<file path="src/rtl/fetch_seq_pkg.sv">
// ---------------------------------------------------------------------------
// fetch_seq_pkg
//
// Purpose:
//   Shared definitions for the instruction fetch sequencer and the downstream
//   instruction classifier.
//
// Contents:
//   INST_W      - instruction word width (MIPS, fixed at 32)
//   OP_RTYPE    - primary opcode of R-type instructions
//   OP_J        - primary opcode of J
//   OP_JAL      - primary opcode of JAL
//   seq_state_t - fetch sequencer FSM states (IDLE, RUN, DRAIN, DONE)
//   opcode_of() - extracts the 6-bit primary opcode from an instruction word
// ---------------------------------------------------------------------------
package fetch_seq_pkg;

    localparam int INST_W = 32;

    localparam logic [5:0] OP_RTYPE = 6'h00;
    localparam logic [5:0] OP_J     = 6'h02;
    localparam logic [5:0] OP_JAL   = 6'h03;

    typedef enum logic [1:0] {
        IDLE  = 2'd0,
        RUN   = 2'd1,
        DRAIN = 2'd2,
        DONE  = 2'd3
    } seq_state_t;

    function automatic logic [5:0] opcode_of(input logic [INST_W-1:0] inst);
        return inst[31:26];
    endfunction

endpackage

</file>
<file path="src/rtl/inst_skid_buf.sv">
// ---------------------------------------------------------------------------
// inst_skid_buf
//
// Purpose:
//   Two-entry FIFO that holds {pc, instruction} pairs between the ROM
//   response and the classifier handshake. The head entry is a register, so
//   the data presented downstream never has a combinational path from the
//   ROM. Simultaneous push and pop keep the occupancy unchanged.
//
// Parameters:
//   DATA_W    - width of one entry ({pc, inst})
//
// Ports:
//   clk       - system clock, rising edge
//   rst       - asynchronous active-high reset, empties the buffer
//   push      - write push_data this cycle
//   push_data - entry to write
//   pop       - consumer ready; an entry is removed only when valid is high
//   valid     - buffer not empty
//   head_data - oldest entry (registered)
//   occupancy - number of stored entries, 0..2
// ---------------------------------------------------------------------------
module inst_skid_buf #(
    parameter int DATA_W = fetch_seq_pkg::INST_W + 5
) (
    input  logic              clk,
    input  logic              rst,
    input  logic              push,
    input  logic [DATA_W-1:0] push_data,
    input  logic              pop,
    output logic              valid,
    output logic [DATA_W-1:0] head_data,
    output logic [1:0]        occupancy
);
    import fetch_seq_pkg::*;

    logic [DATA_W-1:0] head_q;
    logic [DATA_W-1:0] tail_q;
    logic [1:0]        count_q;
    logic              do_pop;
    logic              do_push;

    // A pop only happens when something is stored; a push into a full
    // buffer is accepted only if the head leaves in the same cycle.
    assign do_pop  = pop && (count_q != 2'd0);
    assign do_push = push && ((count_q != 2'd2) || do_pop);

    always_ff @(posedge clk or posedge rst) begin
        if (rst) begin
            head_q  <= '0;
            tail_q  <= '0;
            count_q <= 2'd0;
        end else begin
            case ({do_push, do_pop})
                2'b10: begin
                    if (count_q == 2'd0) begin
                        head_q <= push_data;
                    end else begin
                        tail_q <= push_data;
                    end
                    count_q <= count_q + 2'd1;
                end
                2'b01: begin
                    if (count_q == 2'd2) begin
                        head_q <= tail_q;
                    end
                    count_q <= count_q - 2'd1;
                end
                2'b11: begin
                    // Occupancy stays the same; the new entry goes behind
                    // whatever remains after the head leaves.
                    if (count_q == 2'd1) begin
                        head_q <= push_data;
                    end else begin
                        head_q <= tail_q;
                        tail_q <= push_data;
                    end
                end
                default: begin
                end
            endcase
        end
    end

    assign valid     = (count_q != 2'd0);
    assign head_data = head_q;
    assign occupancy = count_q;

endmodule

</file>
<file path="src/rtl/inst_fetch_sequencer.sv">
// ---------------------------------------------------------------------------
// inst_fetch_sequencer
//
// Purpose:
//   Walks a program counter through a synchronous instruction ROM for a
//   programmed number of instructions and hands each word to the classifier
//   over a valid/ready handshake. A read is only issued when the 2-entry
//   buffer is guaranteed room for its response, so backpressure never loses
//   or overwrites an instruction.
//
// Configuration:
//   SEQ_STALL_CNT_EN - when defined, stall_cycles counts busy cycles in which
//                      an instruction is offered but not accepted (saturating
//                      at 16'hFFFF, cleared on start). When undefined,
//                      stall_cycles is tied to zero.
//
// Parameters:
//   ADDR_W - ROM address / PC width; the PC wraps modulo 2^ADDR_W
//   INST_W - instruction width
//
// Ports:
//   clk          - system clock, rising edge
//   rst          - asynchronous active-high reset
//   start        - run request, honoured only when idle
//   base_addr    - first PC of the run, latched on start
//   length       - instructions to issue (0..2^ADDR_W), latched on start
//   busy         - high while reading or draining
//   done         - one-cycle completion pulse
//   imem_en      - ROM read strobe
//   imem_addr    - ROM read address
//   imem_rdata   - ROM data, valid one cycle after imem_en
//   inst_valid   - instruction offered to the classifier
//   inst_data    - instruction word
//   inst_pc      - PC of inst_data
//   inst_ready   - classifier accepts the offered instruction
//   issued_count - transfers completed in the current or last run
//   stall_cycles - stall counter (see Configuration)
// ---------------------------------------------------------------------------
module inst_fetch_sequencer #(
    parameter int ADDR_W = 5,
    parameter int INST_W = fetch_seq_pkg::INST_W
) (
    input  logic              clk,
    input  logic              rst,
    input  logic              start,
    input  logic [ADDR_W-1:0] base_addr,
    input  logic [ADDR_W:0]   length,
    output logic              busy,
    output logic              done,
    output logic              imem_en,
    output logic [ADDR_W-1:0] imem_addr,
    input  logic [INST_W-1:0] imem_rdata,
    output logic              inst_valid,
    output logic [INST_W-1:0] inst_data,
    output logic [ADDR_W-1:0] inst_pc,
    input  logic              inst_ready,
    output logic [ADDR_W:0]   issued_count,
    output logic [15:0]       stall_cycles
);
    import fetch_seq_pkg::*;

    localparam int ENTRY_W = ADDR_W + INST_W;

    seq_state_t state;
    seq_state_t state_next;

    logic [ADDR_W-1:0]  pc;
    logic [ADDR_W-1:0]  rd_pc;
    logic [ADDR_W:0]    remaining;
    logic [ADDR_W:0]    issued_q;
    logic               in_flight;
    logic               read_en;
    logic               transfer;
    logic               accept;
    logic               credit;
    logic [1:0]         occupancy;
    logic [2:0]         pending;
    logic [ENTRY_W-1:0] head_data;

    assign transfer = inst_valid && inst_ready;
    assign accept   = (state == IDLE) && start;

    // Buffered plus in-flight words must never exceed the buffer depth once
    // the outstanding read lands. A transfer in this cycle frees one slot,
    // which is what sustains one instruction per cycle.
    assign pending = {1'b0, occupancy} + {2'b00, in_flight};
    assign credit  = (pending <= 3'd1) || ((pending == 3'd2) && transfer);
    assign read_en = (state == RUN) && (remaining != '0) && credit;

    assign imem_en   = read_en;
    assign imem_addr = pc;

    always_ff @(posedge clk or posedge rst) begin
        if (rst) begin
            state <= IDLE;
        end else begin
            state <= state_next;
        end
    end

    always_comb begin
        state_next = state;
        busy       = 1'b0;
        done       = 1'b0;
        case (state)
            IDLE: begin
                if (start) begin
                    state_next = (length == '0) ? DONE : RUN;
                end
            end
            RUN: begin
                busy = 1'b1;
                if (read_en && (remaining == {{ADDR_W{1'b0}}, 1'b1})) begin
                    state_next = DRAIN;
                end
            end
            DRAIN: begin
                busy = 1'b1;
                if ((occupancy == 2'd0) && !in_flight) begin
                    state_next = DONE;
                end
            end
            DONE: begin
                done       = 1'b1;
                state_next = IDLE;
            end
            default: begin
                state_next = IDLE;
            end
        endcase
    end

    // rd_pc travels alongside the outstanding read so the response can be
    // tagged with its address when it lands in the buffer.
    always_ff @(posedge clk or posedge rst) begin
        if (rst) begin
            pc        <= '0;
            rd_pc     <= '0;
            remaining <= '0;
            in_flight <= 1'b0;
            issued_q  <= '0;
        end else begin
            in_flight <= read_en;
            if (read_en) begin
                rd_pc <= pc;
            end

            if (accept) begin
                pc        <= base_addr;
                remaining <= length;
            end else if (read_en) begin
                pc        <= pc + {{(ADDR_W-1){1'b0}}, 1'b1};
                remaining <= remaining - {{ADDR_W{1'b0}}, 1'b1};
            end

            if (accept) begin
                issued_q <= '0;
            end else if (transfer) begin
                issued_q <= issued_q + {{ADDR_W{1'b0}}, 1'b1};
            end
        end
    end

    inst_skid_buf #(
        .DATA_W (ENTRY_W)
    ) u_skid_buf (
        .clk       (clk),
        .rst       (rst),
        .push      (in_flight),
        .push_data ({rd_pc, imem_rdata}),
        .pop       (inst_ready),
        .valid     (inst_valid),
        .head_data (head_data),
        .occupancy (occupancy)
    );

    assign inst_pc      = head_data[ENTRY_W-1:INST_W];
    assign inst_data    = head_data[INST_W-1:0];
    assign issued_count = issued_q;

`ifdef SEQ_STALL_CNT_EN
    logic [15:0] stall_q;

    always_ff @(posedge clk or posedge rst) begin
        if (rst) begin
            stall_q <= 16'd0;
        end else if (accept) begin
            stall_q <= 16'd0;
        end else if (busy && inst_valid && !inst_ready && (stall_q != 16'hFFFF)) begin
            stall_q <= stall_q + 16'd1;
        end
    end

    assign stall_cycles = stall_q;
`else
    assign stall_cycles = 16'd0;
`endif

endmodule

</file>
<file path="config.mk">
export PLATFORM = sky130hd
export DESIGN_NAME = inst_fetch_sequencer
export DESIGN_NICKNAME = d
export VERILOG_FILES = /design/src/rtl/fetch_seq_pkg.sv /design/src/rtl/inst_skid_buf.sv /design/src/rtl/inst_fetch_sequencer.sv
export SDC_FILE = /design/constraint.sdc
export NUM_CORES = 1
export LEC_CHECK = 0
export ABC_AREA = 1
export BUFFER_PORTS_ARGS = -buffer_cell sky130_fd_sc_hd__buf_2
export CAP_MARGIN = 20
export CELL_PAD_IN_SITES_DETAIL_PLACEMENT = 1
export CELL_PAD_IN_SITES_GLOBAL_PLACEMENT = 1
export CORE_ASPECT_RATIO = 0.6
export CORE_MARGIN = 4
export CORE_UTILIZATION = 36
export CTS_CLUSTER_SIZE = 28
export DETAILED_ROUTE_END_ITERATION = 12
export PLACE_DENSITY = 0.79
export SLEW_MARGIN = 20
export SYNTH_ARGS = -nofsm -noshare
export SYNTH_HDL_FRONTEND = slang
export SYNTH_SLANG_ARGS = --single-unit
</file>
<file path="constraint.sdc">
create_clock -name clk -period 4.02 [get_ports clk]
set_input_delay 1.206 -clock clk [delete_from_list [all_inputs] [get_ports clk]]
set_output_delay 1.206 -clock clk [all_outputs]
set_load 0.1 [all_outputs]
</file>
==> run_results.csv, run 1 <==
group,metric,value,unit
run_status,status,"finished clean",
logic_synthesis,ys_types,28,
final_layout,nets,736,
critical_path,critical_path_class,"flop to output port",
clocking,insertion_delay,0.33,ns
clocking,cts_tree,"yes",
sta,rsz0062_at_grt,"no",
final_layout,drive_gt1_frac,0.195,
final_layout,antenna_cells,0,
place,place_hpwl,9600,µm
logic_synthesis,synth_largest_area_cell,"dfrtp_1",
routing,wl_per_cell,15.9,µm
sta,relSlewSlack,0.400,
critical_path,rr_startpoint,"u_skid_buf.occupancy[0]",
critical_path,cp_max_fo,8,
routing,routed-via-count,4154,
clocking,numClockSinks,101,
routing,avgViaCountPerCell,4.90,
floorplan,die_height,99.1,µm
floorplan,rows,32,
sta,fmax,0.302,GHz
flow_run,cap_violations,0,
clocking,cts.clk_slew.worst_paths,0.07,ns
critical_path,cpMaxStageDelayCell,"dfrtp_1",
sta,slew_viol_final,0,
clocking,cts-buffers-inserted,9,
logic_synthesis,synth_edf_count,0,
final_layout,postLayoutCoreUtil,0.445,
routing,ant_nets,0,
critical_path,critPathArrivalTime,2.10,ns
min_path,hp-start,"u_skid_buf.tail_q[4]",
logic_synthesis,netlist_top_cells_area,"dfrtp_1 51%, nand2_1 10%, nand3_1 5.1%, a31oi_1 4.6%, inv_1 4.5%",
critical_path,crit_path_end_kind,"output port",
global_route,gr-total-overflow,0,
routing,drc,0,
logic_synthesis,ys_warn_count,0,
sta,fin_crit,3.31,ns
floorplan,core_area,13200,µm²
critical_path,cpPeakStageDelay,0.45,ns
clocking,cts_resized,0,
floorplan,initial_core_util,0.378,
critical_path,required,2.81,ns
logic_synthesis,synthArstFlopShare,1.00,
clocking,cts_hold_buf,0,
clocking,ctsLongestPathBuffers,2,
logic_synthesis,synth_seq_cells,101,
routing,detail_route.first_pass.iterations,4,
global_route,grt_pass1_vias,4497,
global_route,grt_pass1_wl,22800,µm
critical_path,crit_path_cell_trace,"ha_1, inv_1, ha_1, inv_1, nor2_1, nand3_1, nand2_1, nand2_4, inv_2, buf_12",
logic_synthesis,synth_top_cell_area_share,0.507,
sta,final-hold-violation-count,0,
floorplan,die_w,160,µm
sta,setup_tns,0,ns
logic_synthesis,synth_area,4980,µm²
global_route,antenna_found_initial,0,
clocking,cts_setup_buffers,0,
logic_synthesis,seq_area_frac_synth,0.507,
critical_path,cp-startpoint,"in_flight",
place,gp_congestion,0.797,
floorplan,dieArea,15800,µm²
clocking,htree_levels,3,
critical_path,start_kind,"flop",
sta,finClkSkew,0.0131,ns
global_route,grt_usage,0.175,
logic_synthesis,syn_avg_cell_area,8.44,µm²
logic_synthesis,synthCells,590,
final_layout,syn2layout_area_growth,17.6,%
logic_synthesis,synth-main-ff-cell,"dfrtp_1",
global_route,grt_max_degree,75,
floorplan,num_io_pins,115,
min_path,hp-class,"flop to flop",
routing,drt-initial-drc-count,174,
sta,worst_pin_slew,0.895,ns
sta,fin_crit_sh,0.823,
place,placement.io_buffers,98,
routing,drt_wl_total,13400,µm
clocking,root_buffer,"clkbuf_16",
sta,setup_violations,0,
## metrics by stage
stage	cells	hold WS, ns	setup slack (ns)	instance area [µm²]
3_3_place_gp	832	0.469	0.728	5520
6_report	848	0.494	0.713	5860
4_1_cts	848	0.498	0.682	5860
5_1_grt	848	0.528	0.533	5860
2_1_floorplan	605	0.454	0.167	5040
3_5_place_dp	832	0.482	0.712	5520
## kinds of logic after synthesis
family | synth area share
compound gates | 0.119
xor+xnor | 0.0158
fa+ha+maj | 0.0402
buf+inv | 0.112
flops | 0.507
other cells | 0.000753
simple gates | 0.206
## Yosys cell counts, types with 4 or more instances
cell type / instances
clkbuf_1: 10
a31oi_1: 37
nand2_1: 139
buf_2: 6
inv_1: 60
nor2_1: 48
buf_6: 8
xor2_1: 4
nand3_1: 51
a21oi_1: 6
xnor2_1: 5
dfrtp_1: 101
ha_1: 16
o21ai_1: 39
o21ai_0: 21
buf_4: 20
inv_2: 4
## state kept, by name, indices dropped and copies added (netlist names)
register and flops:
u_skid_buf.head_data 37, u_skid_buf.tail_q 37, issued_count 6, remaining 6, imem_addr 5, rd_pc 5
state 2, u_skid_buf.occupancy 2, in_flight 1
## path summary, 6_finish.rpt
kind                                            end  cells after the start  slack [ns]
setup / recovery                            imem_en                     10        0.71
min in group asynchronous   u_skid_buf.head_data[4]                      2        1.00
hold reg to reg                u_skid_buf.tail_q[4]                      2        0.49
setup reg to reg           u_skid_buf.head_data[18]                      7        1.48
max in group asynchronous      u_skid_buf.tail_q[9]                      3        2.27
hold / removal                 u_skid_buf.tail_q[4]                      2        0.49
## layout make-up
| type | count | area [µm²] |
|---|---|---|
| Clock buffer | 11 | 233 |
| Clock inverter | 5 | 106 |
| Fill cell | 1575 | 7310 |
| Inverter | 64 | 243 |
| Multi-Input combinational cell | 394 | 1970 |
| Sequential cell | 101 | 2530 |
| Tap cell | 170 | 213 |
| Timing Repair Buffer | 103 | 568 |
## layer usage
layer / vias up / GRT usage / wire length (µm) / part of all wire
met5: - / 0 / 0 / 0
met1: 2035 / 0.228 / 6230 / 0.46
li1: 2028 / - / - / -
met4: 0 / 0.0370 / 112 / 0.0083
met3: 8 / 0.0393 / 499 / 0.037
met2: 83 / 0.301 / 6600 / 0.49
## cells in the final DEF, fill, tap and decap left out, types with 3 or more instances in the layout
master     count
a21oi_1        6
clkbuf_16      9
nand3_1       51
dfrtp_1      101
xnor2_1        5
inv_2          4
buf_2         97
a31oi_1       37
o21ai_1       39
bufinv_16      3
nand2_1      138
xor2_1         4
inv_1         59
buf_4          3
nand2_2        3
o21ai_0       21
nor2_1        48
ha_1          16
buf_12         3
conb_1        16
## worst max-delay path: cells and delay by family, from the launching register on
kind	cells	cell delay, ns
adders and majority gates	2	0.48
DFF	1	0.45
buffers and inverters	4	0.42
and+or+nand+nor	4	0.40
Power of run 1 is left out: the tool's default activity adds up to more than one toggle a clock period on the data nets, which glitch-free logic cannot reach.
==> run 2: changes to the inputs <==
--- a/config.mk
+++ b/config.mk
@@ -12,10 +12,10 @@
 export CELL_PAD_IN_SITES_GLOBAL_PLACEMENT = 1
 export CORE_ASPECT_RATIO = 0.6
 export CORE_MARGIN = 4
-export CORE_UTILIZATION = 36
+export CORE_UTILIZATION = 40
 export CTS_CLUSTER_SIZE = 28
 export DETAILED_ROUTE_END_ITERATION = 12
-export PLACE_DENSITY = 0.79
+export PLACE_DENSITY = 0.83
 export SLEW_MARGIN = 20
 export SYNTH_ARGS = -nofsm -noshare
 export SYNTH_HDL_FRONTEND = slang
==> constraint.sdc (replaced) <==
create_clock -name clk -period 3.1 [get_ports clk]
set_input_delay 0.93 -clock clk [delete_from_list [all_inputs] [get_ports clk]]
set_output_delay 0.93 -clock clk [all_outputs]
set_load 0.1 [all_outputs]
==> run 2 against run 1 <==
- first-iteration DRC count grew 10%
- non-clock buffer count grew 6
- critical endpoint unchanged
- design area is essentially flat
==> run_results.csv, run 2 (synthesis gave the netlist of run 1 again) <==
group,metric,value,unit
final_layout,most-common-layout-cells,"138 x nand2_1, 101 x dfrtp_1, 97 x buf_2, 59 x inv_1, 51 x nand3_1",
place,place_inst,832,
clocking,cts_tree,"yes",
sta,setup_violations,0,
clocking,cts_hold_buf,0,
critical_path,crit_buf_inv,4,
sta,worst_pin_slew,0.731,ns
clocking,insertion_delay,0.34,ns
sta,rsz0062_at_grt,"no",
min_path,hp-start,"u_skid_buf.tail_q[12]",
critical_path,start_kind,"flop",
sta,fmax,0.337,GHz
clocking,ctsLongestPathBuffers,2,
sta,final-hold-violation-count,0,
critical_path,critical_path_class,"flop to output port",
floorplan,initial_core_util,0.412,
place,placed_area,5560,µm²
min_path,hold_depth,2,
floorplan,core_area,12100,µm²
run_status,status,"finished clean",
sta,setup_tns,0,ns
sta,relSlewSlack,0.513,
global_route,grt_pass1_wl,22200,µm
critical_path,rr_startpoint,"u_skid_buf.occupancy[0]",
routing,avgViaCountPerCell,5.02,
clocking,htree_levels,3,
clocking,cts.clk_slew.worst_paths,0.07,ns
sta,fin_crit,2.97,ns
routing,ant_nets,0,
clocking,root_buffer,"clkbuf_16",
clocking,cts-buffers-inserted,9,
global_route,grt_max_degree,75,
critical_path,cpMaxStageDelayCell,"dfrtp_1",
min_path,hp-class,"flop to flop",
routing,drt-initial-drc-count,192,
critical_path,timing.rr.end,"issued_count[5]",
final_layout,final_area,5860,µm²
critical_path,crit_path_end_kind,"output port",
sta,slew_viol_final,0,
clocking,numClockSinks,101,
routing,drc,0,
routing,detail_route.first_pass.iterations,4,
global_route,antenna_found_initial,2,
critical_path,critPathArrivalTime,2.04,ns
critical_path,crit_path_cell_trace,"ha_1, inv_1, ha_1, inv_1, nor2_1, nand3_1, nand2_1, nand2_4, inv_4, buf_12",
critical_path,cpPeakStageDelay,0.43,ns
floorplan,num_io_pins,115,
floorplan,dieArea,14400,µm²
routing,drt_wl_total,13200,µm
critical_path,cpLargestDelayFamily,"adder cells",
final_layout,drive_gt1_frac,0.202,
routing,routed-via-count,4259,
routing,wl_per_cell,15.5,µm
final_layout,syn2layout_area_growth,17.7,%
global_route,grt_pass1_vias,4529,
critical_path,required,2.17,ns
place,place_hpwl,9530,µm
critical_path,cp_max_fo,8,
final_layout,final_common_cell,"nand2_1",
final_layout,fin_cells,848,
critical_path,r2r.worst_path.cells,9,
global_route,gr-total-overflow,0,
place,placement.io_buffers,98,
floorplan,rows,31,
final_layout,nets,742,
place,gp_congestion,0.805,
sta,hold_slack,0.493,ns
floorplan,die_w,152,µm
global_route,grt_usage,0.189,
sta,fin_crit_sh,0.957,
min_path,holdPathEnd,"u_skid_buf.tail_q[12]",
floorplan,die_height,94.5,µm
critical_path,regToRegSetupSlack,0.91,ns
sta,finClkSkew,0.00737,ns
flow_run,cap_violations,0,
[run 2: tightest hold or removal path, stage by stage (launching register included)]
cell and delay (ns):
dfrtp_1 0.35, nand2_1 0.05, o21ai_1 0.06
[run 2: how the worst max path moves through the flow]
stage	start	end	slack, ns	depth (start not counted)
final	u_skid_buf.occupancy[0]	imem_en	0.13	10
after CTS	in_flight	imem_en	0.05	10
after global placement	inst_ready	imem_en	0.35	8
after floorplan	inst_ready	imem_en	0.37	6
after detailed placement	inst_ready	imem_en	0.33	8
after global routing	u_skid_buf.occupancy[0]	imem_en	0.007	10
[run 2: routing by layer]
layer	wire [µm]	vias up	global-route usage
met1	6050	2110	0.245
met3	657	9	0.0485
li1	-	2047	-
met5	7	-	0
met4	103	2	0.0434
met2	6360	91	0.325
[run 2: area by class of cell]
type	count	area [µm²]
clock inverter	5	61.3
sequential	101	2530
antenna	1	2.50
multi-input combinational	394	1970
fill	1507	6240
inverter	64	246
clock buffer	9	225
tap	165	206
timing repair buffer	109	626
[run 2: repair_timing]
action,4_1_cts,5_1_grt
setup endpoints to repair,0,1
resized for setup,0,1
setup buffers,0,1
[run 2: per-stage QoR]
| stage | utilization | worst slack (ns) |
|---|---|---|
| finish | 0.484 | 0.134 |
| detailed placement | 0.460 | 0.331 |
| global placement | 0.460 | 0.345 |
| global route | 0.484 | 0.00743 |
| floorplan | - | 0.370 |
| CTS | 0.483 | 0.0496 |
Power of run 2 is left out for the same reason.
==> run 3: changes to the inputs <==
--- a/config.mk
+++ b/config.mk
@@ -15,7 +15,7 @@
 export CORE_UTILIZATION = 40
 export CTS_CLUSTER_SIZE = 28
 export DETAILED_ROUTE_END_ITERATION = 12
-export PLACE_DENSITY = 0.83
+export PLACE_DENSITY_LB_ADDON = 0.1
 export SLEW_MARGIN = 20
 export SYNTH_ARGS = -nofsm -noshare
 export SYNTH_HDL_FRONTEND = slang
==> run 3 against run 2 <==
- utilization up 0.52 points
- cell count up 0.47%
- first-iteration DRC count down 43%
- critical path depth unchanged
- setup slack better by 0.062 ns
- highest routed layer is now met4
- clock-buffer cell count up 1
- critical path type unchanged
- routed wire length down 1.8%
- die area unchanged
- design area up 1.1%
- non-clock buffer count up 3
- via count down 0.56%
==> run_results.csv, run 3 (synthesis gave the netlist of run 1 again) <==
group,metric,value,unit
min_path,hp-class,"flop to flop",
sta,setup_violations,0,
floorplan,dieArea,14400,µm²
clocking,cts_tree,"yes",
min_path,hold_depth,2,
run_status,status,"finished clean",
floorplan,initial_core_util,0.412,
critical_path,cpMaxStageDelayCell,"dfrtp_1",
critical_path,critPathArrivalTime,1.97,ns
routing,wl_per_cell,15.2,µm
global_route,grt_pass1_wl,22200,µm
floorplan,num_io_pins,115,
routing,dr.max_layer_used,"met4",
routing,drt-initial-drc-count,110,
routing,avgViaCountPerCell,4.97,
routing,wl_met1,6550,µm
floorplan,core_area,12100,µm²
place,pre_cts_ws,0.297,ns
clocking,ctsLongestPathBuffers,2,
critical_path,r2r.worst_path.cells,10,
final_layout,antenna_cells,0,
routing,route.met2.wl,5730,µm
critical_path,crit_path_cell_trace,"ha_1, inv_1, ha_1, inv_1, nor2_1, nand3_1, nand2_2, nand2_4, inv_4, buf_12",
final_layout,most-common-layout-cells,"137 x nand2_1, 101 x dfrtp_1, 97 x buf_2, 59 x inv_1, 51 x nand3_1",
clocking,cts-buffers-inserted,9,
critical_path,cpPeakStageDelay,0.39,ns
critical_path,crit_buf_inv,4,
clocking,htree_levels,3,
final_layout,nets,745,
sta,relSlewSlack,0.598,
clocking,root_buffer,"clkbuf_16",
routing,route.met3.wl,574,µm
clocking,cts_hold_buf,0,
place,gp_congestion,0.777,
routing,detail_route.first_pass.iterations,4,
sta,fin_crit_sh,0.937,
routing,drt_wl_total,12900,µm
clocking,insertion_delay,0.35,ns
critical_path,cp_max_fo,8,
final_layout,final_area,5930,µm²
floorplan,rows,31,
place,place_hpwl,9260,µm
critical_path,crit_path_end_kind,"output port",
final_layout,drive_gt1_frac,0.208,
critical_path,timing.critical_path.depth,10,
floorplan,die_height,94.5,µm
final_layout,num-fill-cells,1508,
clocking,numClockSinks,101,
sta,worst_pin_slew,0.602,ns
global_route,grt_max_degree,75,
global_route,gr-total-overflow,0,
place,placement.io_buffers,98,
sta,fmax,0.344,GHz
critical_path,cpLargestDelayFamily,"adder cells",
critical_path,required,2.17,ns
routing,routed-via-count,4235,
global_route,grt_usage,0.189,
sta,fin_crit,2.90,ns
clocking,cts.clk_slew.worst_paths,0.07,ns
sta,finalWorstSetupSlack,0.197,ns
place,placed_area,5600,µm²
critical_path,start_kind,"flop",
global_route,grt_pass1_vias,4371,
routing,ant_nets,0,
final_layout,syn2layout_area_growth,18.9,%
sta,setup_tns,0,ns
sta,slew_viol_final,0,
flow_run,cap_violations,0,
routing,drc,0,
sta,finClkSkew,0.00528,ns
critical_path,critical_path_class,"flop to output port",
final_layout,final_common_cell,"nand2_1",
final_layout,postLayoutCoreUtil,0.490,
floorplan,die_w,152,µm
global_route,antenna_found_initial,0,
sta,final-hold-violation-count,0,
sta,rsz0062_at_grt,"no",
## run 3: changes by cell type in the layout (fill, tap and decap cells not counted)
cell / delta
buf_12: +2
buf_4: +1
clkbuf_1: +1
clkinv_4: +1
diode_2: -1
inv_6: -1
inv_8: +1
nand2_1: -1
nand2_2: +1
## run 3: metal layers
layer,vias to the layer above,GRT usage
li1,2055,-
met5,-,0
met3,11,0.0426
met1,2078,0.268
met4,0,0.0314
met2,91,0.304
## run 3: final cells by class
type | count | area [µm²] | share of cell area
Clock buffer | 10 | 229 | 0.0386
Clock inverter | 6 | 72.6 | 0.0122
Inverter | 64 | 246 | 0.0416
Multi-Input combinational cell | 394 | 1970 | 0.333
Sequential cell | 101 | 2530 | 0.427
Tap cell | 165 | 206 | 0.0348
Timing Repair Buffer | 112 | 673 | 0.114
## run 3: timing repair
action	4_1_cts	5_1_grt
setup buffers	0	3
setup endpoints to repair	0	1
gates resized for setup	0	2
## run 3: worst paths after layout
kind | start | slack [ns] | to
setup / recovery | in_flight | 0.20 | imem_en
hold / removal | u_skid_buf.tail_q[7] | 0.50 | u_skid_buf.tail_q[7]
setup reg to reg | u_skid_buf.occupancy[0] | 0.88 | issued_count[5]
hold reg to reg | u_skid_buf.tail_q[7] | 0.50 | u_skid_buf.tail_q[7]
max in group asynchronous | rst | 1.85 | u_skid_buf.head_data[30]
min in group asynchronous | rst | 0.58 | remaining[5]
## run 3: through the flow
step	hold slack [ns]	std cells
global placement	0.469	833
global route	0.514	852
CTS	0.500	849
finish	0.498	852
detailed placement	0.480	833
floorplan	0.454	605
## run 3: worst reg2reg max path, delay by kind of cell, from the launching register on
kind            cells  cell delay, ns
buf+inv             3            0.62
simple gates        5            0.81
compound gates      1            0.04
fa+ha+maj           1            0.26
flops               1            0.38
Power of run 3 is left out for the same reason.
